`src/rtl/bcd_pkg.sv`:
```
// ============================================================================
//  Module   : bcd_pkg
//  Purpose  : Shared types and constants for the binary-to-BCD score
//             converter: FSM state encoding, nibble width and a constant
//             function giving the largest value representable in N BCD digits.
//  Revision : 1.0  initial release
// ============================================================================
`default_nettype none

package bcd_pkg;

  localparam int NIBBLE_W = 4;

  typedef enum logic [1:0] {
    IDLE  = 2'd0,
    LOAD  = 2'd1,
    SHIFT = 2'd2,
    DONE  = 2'd3
  } state_t;

  // Largest value that fits in 'digits' decimal digits (10^digits - 1).
  function automatic int unsigned bcd_max(input int unsigned digits);
    int unsigned v;
    v = 1;
    for (int unsigned k = 0; k < digits; k++) begin
      v = v * 10;
    end
    return v - 1;
  endfunction

endpackage

`default_nettype wire

```
`src/rtl/bcd_digit_adj.sv`:
```
// ============================================================================
//  Module   : bcd_digit_adj
//  Purpose  : Combinational shift-and-add-3 correction for one BCD nibble.
//             Adds 3 when the nibble is 5 or more so the following left shift
//             carries correctly into the next decimal digit.
//  Ports    : i_digit  in  4  BCD nibble before correction
//             o_digit  out 4  corrected nibble
//  Revision : 1.0  initial release
// ============================================================================
`default_nettype none

module bcd_digit_adj
  import bcd_pkg::*;
(
  input  logic [NIBBLE_W-1:0] i_digit,
  output logic [NIBBLE_W-1:0] o_digit
);

  // Inputs never exceed 9 during a valid conversion, so the sum stays in 4 bits.
  assign o_digit = (i_digit >= NIBBLE_W'(5)) ? (i_digit + NIBBLE_W'(3)) : i_digit;

endmodule

`default_nettype wire

```
`src/rtl/bcd_score_converter.sv`:
```
// ============================================================================
//  Module   : bcd_score_converter
//  Purpose  : Sequential binary-to-BCD converter (shift-and-add-3) for the
//             game score. Re-converts whenever binary_in differs from the last
//             converted sample, holding the previous result stable meanwhile.
//  Ports    : clk        in   1         system clock
//             reset_n    in   1         asynchronous active-low reset
//             binary_in  in   BIN_W     unsigned score, sampled in IDLE/LOAD
//             bcd_out    out  4*DIGITS  packed BCD, digit 0 in [3:0]
//             bcd_valid  out  1         one-cycle pulse when bcd_out updates
//             busy       out  1         high in LOAD/SHIFT/DONE
//             overflow   out  1         last sample exceeded 10^DIGITS-1
//             blank_n    out  DIGITS    leading-zero mask
//  Config   : BCD_BLANK_EN  enables the registered leading-zero mask; when
//             undefined blank_n is tied to all ones.
//  Revision : 1.0  initial release
// ============================================================================
`default_nettype none

module bcd_score_converter
  import bcd_pkg::*;
#(
  parameter int BIN_W  = 16,
  parameter int DIGITS = 4
) (
  input  logic                       clk,
  input  logic                       reset_n,
  input  logic [BIN_W-1:0]           binary_in,
  output logic [NIBBLE_W*DIGITS-1:0] bcd_out,
  output logic                       bcd_valid,
  output logic                       busy,
  output logic                       overflow,
  output logic [DIGITS-1:0]          blank_n
);

  localparam int          BCD_W   = NIBBLE_W * DIGITS;
  localparam int          SR_W    = BCD_W + BIN_W;
  localparam int          CNT_W   = $clog2(BIN_W + 1);
  localparam int unsigned MAX_VAL = bcd_max(DIGITS);

  state_t             r_state;
  state_t             w_state_next;
  logic [BIN_W-1:0]   r_last;
  logic [SR_W-1:0]    r_sr;
  logic [CNT_W-1:0]   r_cnt;
  logic               r_ovf_pend;
  logic [BCD_W-1:0]   r_bcd;
  logic               r_ovf;

  logic               w_over;
  logic [BIN_W-1:0]   w_work;
  logic [SR_W-1:0]    w_sr_adj;
  logic [SR_W-1:0]    w_sr_next;
  logic [BCD_W-1:0]   w_bcd_next;
  logic               w_last_shift;
  logic               w_busy;
  logic               w_valid;

  // Saturation: compare in 64 bits so any BIN_W up to 32 is safe.
  assign w_over = 64'(binary_in) > 64'(MAX_VAL);
  assign w_work = w_over ? BIN_W'(MAX_VAL) : binary_in;

  // Per-nibble +3 correction on the BCD field, binary field passes through.
  for (genvar gi = 0; gi < DIGITS; gi++) begin : g_adj
    bcd_digit_adj u_adj (
      .i_digit (r_sr[BIN_W + NIBBLE_W*gi +: NIBBLE_W]),
      .o_digit (w_sr_adj[BIN_W + NIBBLE_W*gi +: NIBBLE_W])
    );
  end
  assign w_sr_adj[BIN_W-1:0] = r_sr[BIN_W-1:0];

  assign w_sr_next    = {w_sr_adj[SR_W-2:0], 1'b0};
  assign w_bcd_next   = w_sr_next[SR_W-1 -: BCD_W];
  assign w_last_shift = (r_state == SHIFT) && (r_cnt == CNT_W'(1));

  // ---------------------------------------------------------------- FSM
  always_ff @(posedge clk or negedge reset_n) begin
    if (!reset_n) begin
      r_state <= IDLE;
    end else begin
      r_state <= w_state_next;
    end
  end

  always_comb begin
    w_state_next = r_state;
    w_busy       = 1'b0;
    w_valid      = 1'b0;
    case (r_state)
      IDLE: begin
        if (binary_in != r_last) begin
          w_state_next = LOAD;
        end
      end
      LOAD: begin
        w_busy       = 1'b1;
        w_state_next = SHIFT;
      end
      SHIFT: begin
        w_busy = 1'b1;
        if (r_cnt == CNT_W'(1)) begin
          w_state_next = DONE;
        end
      end
      DONE: begin
        w_busy       = 1'b1;
        w_valid      = 1'b1;
        w_state_next = IDLE;
      end
      default: begin
        w_state_next = IDLE;
      end
    endcase
  end

  // ----------------------------------------------------------- datapath
  // The result registers are written on the final shift edge so that the
  // new value is already visible during DONE, aligned with bcd_valid.
  always_ff @(posedge clk or negedge reset_n) begin
    if (!reset_n) begin
      r_last     <= '0;
      r_sr       <= '0;
      r_cnt      <= '0;
      r_ovf_pend <= 1'b0;
      r_bcd      <= '0;
      r_ovf      <= 1'b0;
    end else begin
      case (r_state)
        LOAD: begin
          r_last     <= binary_in;
          r_sr       <= {{BCD_W{1'b0}}, w_work};
          r_cnt      <= CNT_W'(BIN_W);
          r_ovf_pend <= w_over;
        end
        SHIFT: begin
          r_sr  <= w_sr_next;
          r_cnt <= r_cnt - CNT_W'(1);
          if (w_last_shift) begin
            r_bcd <= w_bcd_next;
            r_ovf <= r_ovf_pend;
          end
        end
        default: begin
        end
      endcase
    end
  end

  assign bcd_out   = r_bcd;
  assign overflow  = r_ovf;
  assign busy      = w_busy;
  assign bcd_valid = w_valid;

  // ------------------------------------------------------ blanking mask
`ifdef BCD_BLANK_EN
  logic [DIGITS-1:0] r_blank;
  logic [DIGITS-1:0] w_blank_next;

  // Digit 0 always lit; digit i lit if it or any higher digit is nonzero.
  assign w_blank_next[0] = 1'b1;
  for (genvar gb = 1; gb < DIGITS; gb++) begin : g_blank
    assign w_blank_next[gb] = |w_bcd_next[BCD_W-1:NIBBLE_W*gb];
  end

  always_ff @(posedge clk or negedge reset_n) begin
    if (!reset_n) begin
      r_blank <= DIGITS'(1);
    end else if (w_last_shift) begin
      r_blank <= w_blank_next;
    end
  end

  assign blank_n = r_blank;
`else
  assign blank_n = '1;
`endif

endmodule

`default_nettype wire

```
`config.mk`:
```
export PLATFORM = sky130hd
export DESIGN_NAME = bcd_score_converter
export DESIGN_NICKNAME = d
export VERILOG_FILES = /design/src/rtl/bcd_pkg.sv /design/src/rtl/bcd_digit_adj.sv /design/src/rtl/bcd_score_converter.sv
export SDC_FILE = /design/constraint.sdc
export NUM_CORES = 1
export LEC_CHECK = 0
export ABC_AREA = 1
export CORE_MARGIN = 10
export CORE_UTILIZATION = 48
export CTS_CLUSTER_SIZE = 30
export DETAILED_ROUTE_END_ITERATION = 8
export PLACE_DENSITY = 0.7
export SLEW_MARGIN = 20
export SYNTH_ARGS = -nofsm -noshare
export SYNTH_HDL_FRONTEND = slang
export SYNTH_SLANG_ARGS = --single-unit
export TNS_END_PERCENT = 100
```
`constraint.sdc`:
```
create_clock -name clk -period 2.6 [get_ports clk]
set_clock_uncertainty 0.1 [all_clocks]
set_input_delay 0.52 -clock clk [delete_from_list [all_inputs] [get_ports clk]]
set_output_delay 0.52 -clock clk [all_outputs]
set_load 0.03 [all_outputs]
```
Word-level counts from Yosys, hierarchy flattened
Index checks and enable logic that the tools add are counted.

RAM bits: 0. Bits in read-only memories: 0. Logic and storage cells: 42. Bits in latches: 0. Input bits: 18. Memories: 0. Register bits: 73. Output and inout port bits: 23.

$mul: 0. Shift-type cells: 0. Divide/modulo/power cells: 0. $add $sub $neg: 5. $lt $le $gt $ge: 5. Bitwise operators: 0. Muxes and demuxes: 12. Equality and inequality tests: 7. Reductions and logical operators: 6.

Operators with widths (count): $pmux 32 s2 (1); $ge 4x3->1 const B (4); $gt 16x14->1 const B (1); $mux 16 (1); $ne 16x16->1 (1); $add 4x2->4 const B (3); $mux 4 (3); $pmux 5 s2 (1); $pmux 2 s4 (1); $eq 5x1->1 const B (1); $sub 5x1->5 const B (1); $eq 2x2->1 const B (2); $mux 2 (2); $reduce_and 2->1 (2); $add 3x2->3 const B (1); $mux 3 (1); $reduce_or 3->1 (1); $eq 2x1->1 const B (1); $logic_not 2->1 (1); $mux 1 (2); $ne 2x1->1 const B (1); $ne 2x2->1 const B (1); $reduce_bool 2->1 (1); $logic_and 1x1->1 (1).

Depth between registers and ports, before layout
Depth after elaboration: 3. Gate-level depth with buffers: 10. Gate-level depth less buffers: 10.

Modules after synthesis
From an unflattened synthesis, not the netlist that was laid out.

Cells, all modules: 502. Area, all modules: 4041.4 sq um.

By module, submodules not included: bcd_score_converter (seq. area each 1826.8 sq um, cells each 410, area each 3500.9 sq um, instances 1); bcd_digit_adj (seq. area each 0.0 sq um, cells each 23, area each 135.1 sq um, instances 4).

Worst setup path before layout
No wires, ideal clock.

Path kind: reg2reg. Start: register r_state[0]. End: register r_sr[10]. Period minus slack after synthesis: 1718 ps. Cell stages (with the launch flop): 8. Data required time: 2374 ps. Setup time: 126 ps. Path buffers: 2. Arrival: 1493 ps. Path slack: 882 ps. Cells stage by stage: dfrtp_1 > inv_1 > ha_1 > buf_4 > nand2_1 > clkbuf_1 > o22ai_1 > o21bai_1.

Cells in the longest elaborated chain, start to end: 2. Elaborated cells on any way between the ends: 4. Classes of those cells: 2 x eq/ne; 1 x mux; 1 x reduce/logical.

Ends and longest elaborated chain: from (decl) (line bcd_score_converter.sv:41) `state_t r_state;`; from (signal assigned) (line bcd_score_converter.sv:81) `r_state <= w_state_next;`; $eq 2x2->1 or $eq 2x1->1 (tied branches) (line bcd_score_converter.sv:128) `case (r_state)`; $pmux 32 s2 or $reduce_bool 2->1 (tied branches); to (signal assigned) (line bcd_score_converter.sv:131) `r_sr <= {{BCD_W{1'b0}}, w_work};`; to (signal assigned) (line bcd_score_converter.sv:136) `r_sr <= w_sr_next;`; to (decl) (line bcd_score_converter.sv:44) `logic [SR_W-1:0] r_sr;`.

Parallel ways exist; a longest one is shown, timed or not. A chain may end at the register's enable or synchronous reset.

Worst setup path in the final report
Start: register r_state[0]. End: output busy.

Cells in the longest elaborated chain, start to end: 3. Elaborated cells on any way between the ends: 5. Classes of those cells: 3 x eq/ne; 1 x mux; 1 x reduce/logical.

Ends and longest elaborated chain: $eq 2x2->1 or $eq 2x1->1 (tied branches) (line bcd_score_converter.sv:89) `case (r_state)`; $reduce_or 3->1 (no line) (*); $mux 1 (*) (line bcd_score_converter.sv:89); to (decl) (line bcd_score_converter.sv:31) `output logic busy,`.

Every way passes the cells marked *; elsewhere a longest branch is shown, timed or not.

==> impl_metrics.csv <==
group,metric,value,unit
status,status,"complete, no violations",
floorplan,core_area,7370,um^2
cts,htreeDepth,3,
cts,clock-sinks,73,
cts,clkTransAtPathRegs,0.08,ns
worst_setup_path,crit_type,"flop to output port",
logic_synthesis,async_reset_ff_share,100,%
floorplan,die_y,108,um
placement,port_buffers,36,
logic_synthesis,ys_seq_area_share,49.4,%
cts,root_buffer,"clkbuf_8",
logic_synthesis,yosysUniqueCellTypes,30,
cells_and_area,antenna_cells,0,
worst_setup_path,crit_path_end_kind,"output port",
detailed_routing,via_count,2998,
timing,rsz0062_at_grt,"false",
placement,place_ws,0.404,ns
cells_and_area,nNetsFinal,522,
power,ir_worst_vdd,0.000600,V
logic_synthesis,synth_edf_count,0,
detailed_routing,wl_per_cell,13.3,um
detailed_routing,drt_wl_total,7.88,mm
timing,layout_setup_ws,0.208,ns
cells_and_area,area_growth,18.3,%
timing,finalMaxSlewViolations,0,
timing,timing.final.crit_share,92.0,%
logic_synthesis,synthFlopType,"dfrtp_1",
timing,relSlewSlack,57.7,%
logic_synthesis,ys_top_cells_by_area,"dfrtp_1 49%, nand2_1 13%, o21ai_0 7.0%",
logic_synthesis,yosys.area.top_type_share,49.4,%
worst_setup_path,critPathMaxFanout,4,
floorplan,num_io_pins,41,
cells_and_area,drive_gt1_share,6.88,%
global_route,grt_pass1_vias,2961,
timing,finalSetupViolations,0,
cts,clock_path_buffers,2,
timing,tightest_slew,0.634,ns
cells_and_area,fin_area,4370,um^2
detailed_routing,first_pass_iters,4,
timing,hold_ws,0.0269,ns
detailed_routing,dr.first_iter.drc_count,101,
worst_hold_path,min_path_type,"input port to async pin",
cts,insertion_delay,0.35,ns
floorplan,die_x,108,um
logic_synthesis,syn_avg_cell_area,8.19,um^2
worst_setup_path,worstSetupStartpointType,"flop",
placement,place_area,4150,um^2
cells_and_area,post-route-util,59.3,%
placement,dp_hpwl,5.95,mm
floorplan,dieArea,11600,um^2
placement,gp_congestion,0.870,
power,power-per-cell-area,1000,nW/um^2
power,p_leak,0.00214,uW
logic_synthesis,synth_area_leader_cell,"dfrtp_1",
detailed_routing,drc_errors,0,
logic_synthesis,ys_warn_count,0,
worst_setup_path,crit_required,1.98,ns
floorplan,initial_core_util,50.1,%
global_route,gr-total-overflow,0,
flow_run,max_cap_viol_count,0,
detailed_routing,via_per_inst,5.06,
global_route,antenna_found_initial,0,
cts,cts_resized,0,
global_route,grt_pass1_wl,13.8,mm
floorplan,rows,31,
worst_setup_path,worstPathArrival,1.77,ns
logic_synthesis,syn_inst,451,
global_route,grt_max_degree,43,
logic_synthesis,syn_area,3690,um^2
detailed_routing,drtAntennaViolNets,0,
cts,post_cts_buffers,0,
timing,hold_violations,0,
logic_synthesis,ys_seq_elements,73,
timing,period_needed,2.39,ns
timing,fin_tns_setup,0,ns
cts,cts_tree,"built",
global_route,grtUsageTotal,14.6,%
cts,cts_hold_buf,0,
timing,fmax,418,MHz
cts,cts_buffers,9,
cell usage after synthesis (all sizes together), types with 3 or more instances:
| library cell | count |
|---|---|
| nor2 | 20 |
| o21ai | 53 |
| nand3 | 17 |
| ha | 15 |
| nand2 | 125 |
| dfrtp | 73 |
| o221ai | 6 |
| o21bai | 6 |
| buf | 8 |
| a21oi | 8 |
| nand4 | 9 |
| or2 | 3 |
| xor2 | 7 |
| clkbuf | 10 |
| inv | 70 |
| o22ai | 12 |
final timing paths:
kind | cells past startpoint | to | slack (ns) | startpoint
worst max-delay path | 4 | busy | 0.21 | r_state[0]$_DFFE_PN0P_
worst max register to register | 8 | bcd_out[6]$_DFFE_PN0P_ | 0.43 | r_state[0]$_DFFE_PN0P_
worst min-delay path | 1 | r_sr[31]$_DFFE_PN0P_ | 0.03 | reset_n
max in group asynchronous | 2 | r_sr[1]$_DFFE_PN0P_ | 1.65 | reset_n
worst min register to register | 2 | overflow$_DFFE_PN0P_ | 0.38 | overflow$_DFFE_PN0P_
min in group clk | 2 | overflow$_DFFE_PN0P_ | 0.38 | overflow$_DFFE_PN0P_
logic make-up after synthesis:
family          count (synthesis)  synth area share (%)
simple gates                  176                  19.7
compound gates                 89                  13.8
buf+inv                        88                  9.55
flops                          73                  49.4
fa+ha+maj                      15                  5.08
xor+xnor                        7                  1.66
mux                             2                 0.610
other cells                     1                 0.101
placed cells by master (no fill, tap or decap), drive strengths merged, types with 3 or more instances in the layout:
master / instances
nand2: 125
dfrtp: 73
inv: 71
o21ai: 53
clkdlybuf4s50: 35
nor2: 20
nand3: 17
ha: 15
o22ai: 12
nand4: 9
clkbuf: 9
a21oi: 8
xor2: 7
buf: 7
o221ai: 6
o21bai: 6
conb: 4
or2: 3
layer usage:
layer  global-route usage [%]  vias to the layer above  share of wire [%]
met5                        0                        -                  0
met4                     4.68                        0                1.0
met3                     4.31                        9                5.2
met2                     24.7                       58                 50
met1                     17.3                     1413                 44
li1                         -                     1518                  -
layout make-up:
class / instances / area (um^2)
clock buffer: 9 / 124
clock inverter: 7 / 93.8
fill: 671 / 3000
inverter: 70 / 263
multi-input combinational: 293 / 1530
sequential: 73 / 1830
tap: 99 / 124
timing repair buffer: 42 / 413
per-stage QoR:
stage / power (uW) / cells
global route: 4760 / 593
CTS: 4430 / 593
detailed placement: 3440 / 577
finish: 4380 / 593
global placement: 3390 / 577
floorplan: 2940 / 454
sequential cells by signal, summed over array words and instances (netlist names):
signal,flops
r_state,2
bcd_out,16
r_ovf_pend,1
r_cnt,5
r_sr,32
r_last,16
overflow,1
critical path, stage by stage (launching register included):
cell and delay (ns):
dfrtp_1 0.40, inv_1 0.09, ha_1 0.19, inv_1 0.07, clkdlybuf4s50_1 0.67
power breakdown:
group / switching (uW) / internal [uW]
registers: 158 / 1480
clock network: 439 / 540
logic: 1140 / 625
(Power assumes the default switching activity.)
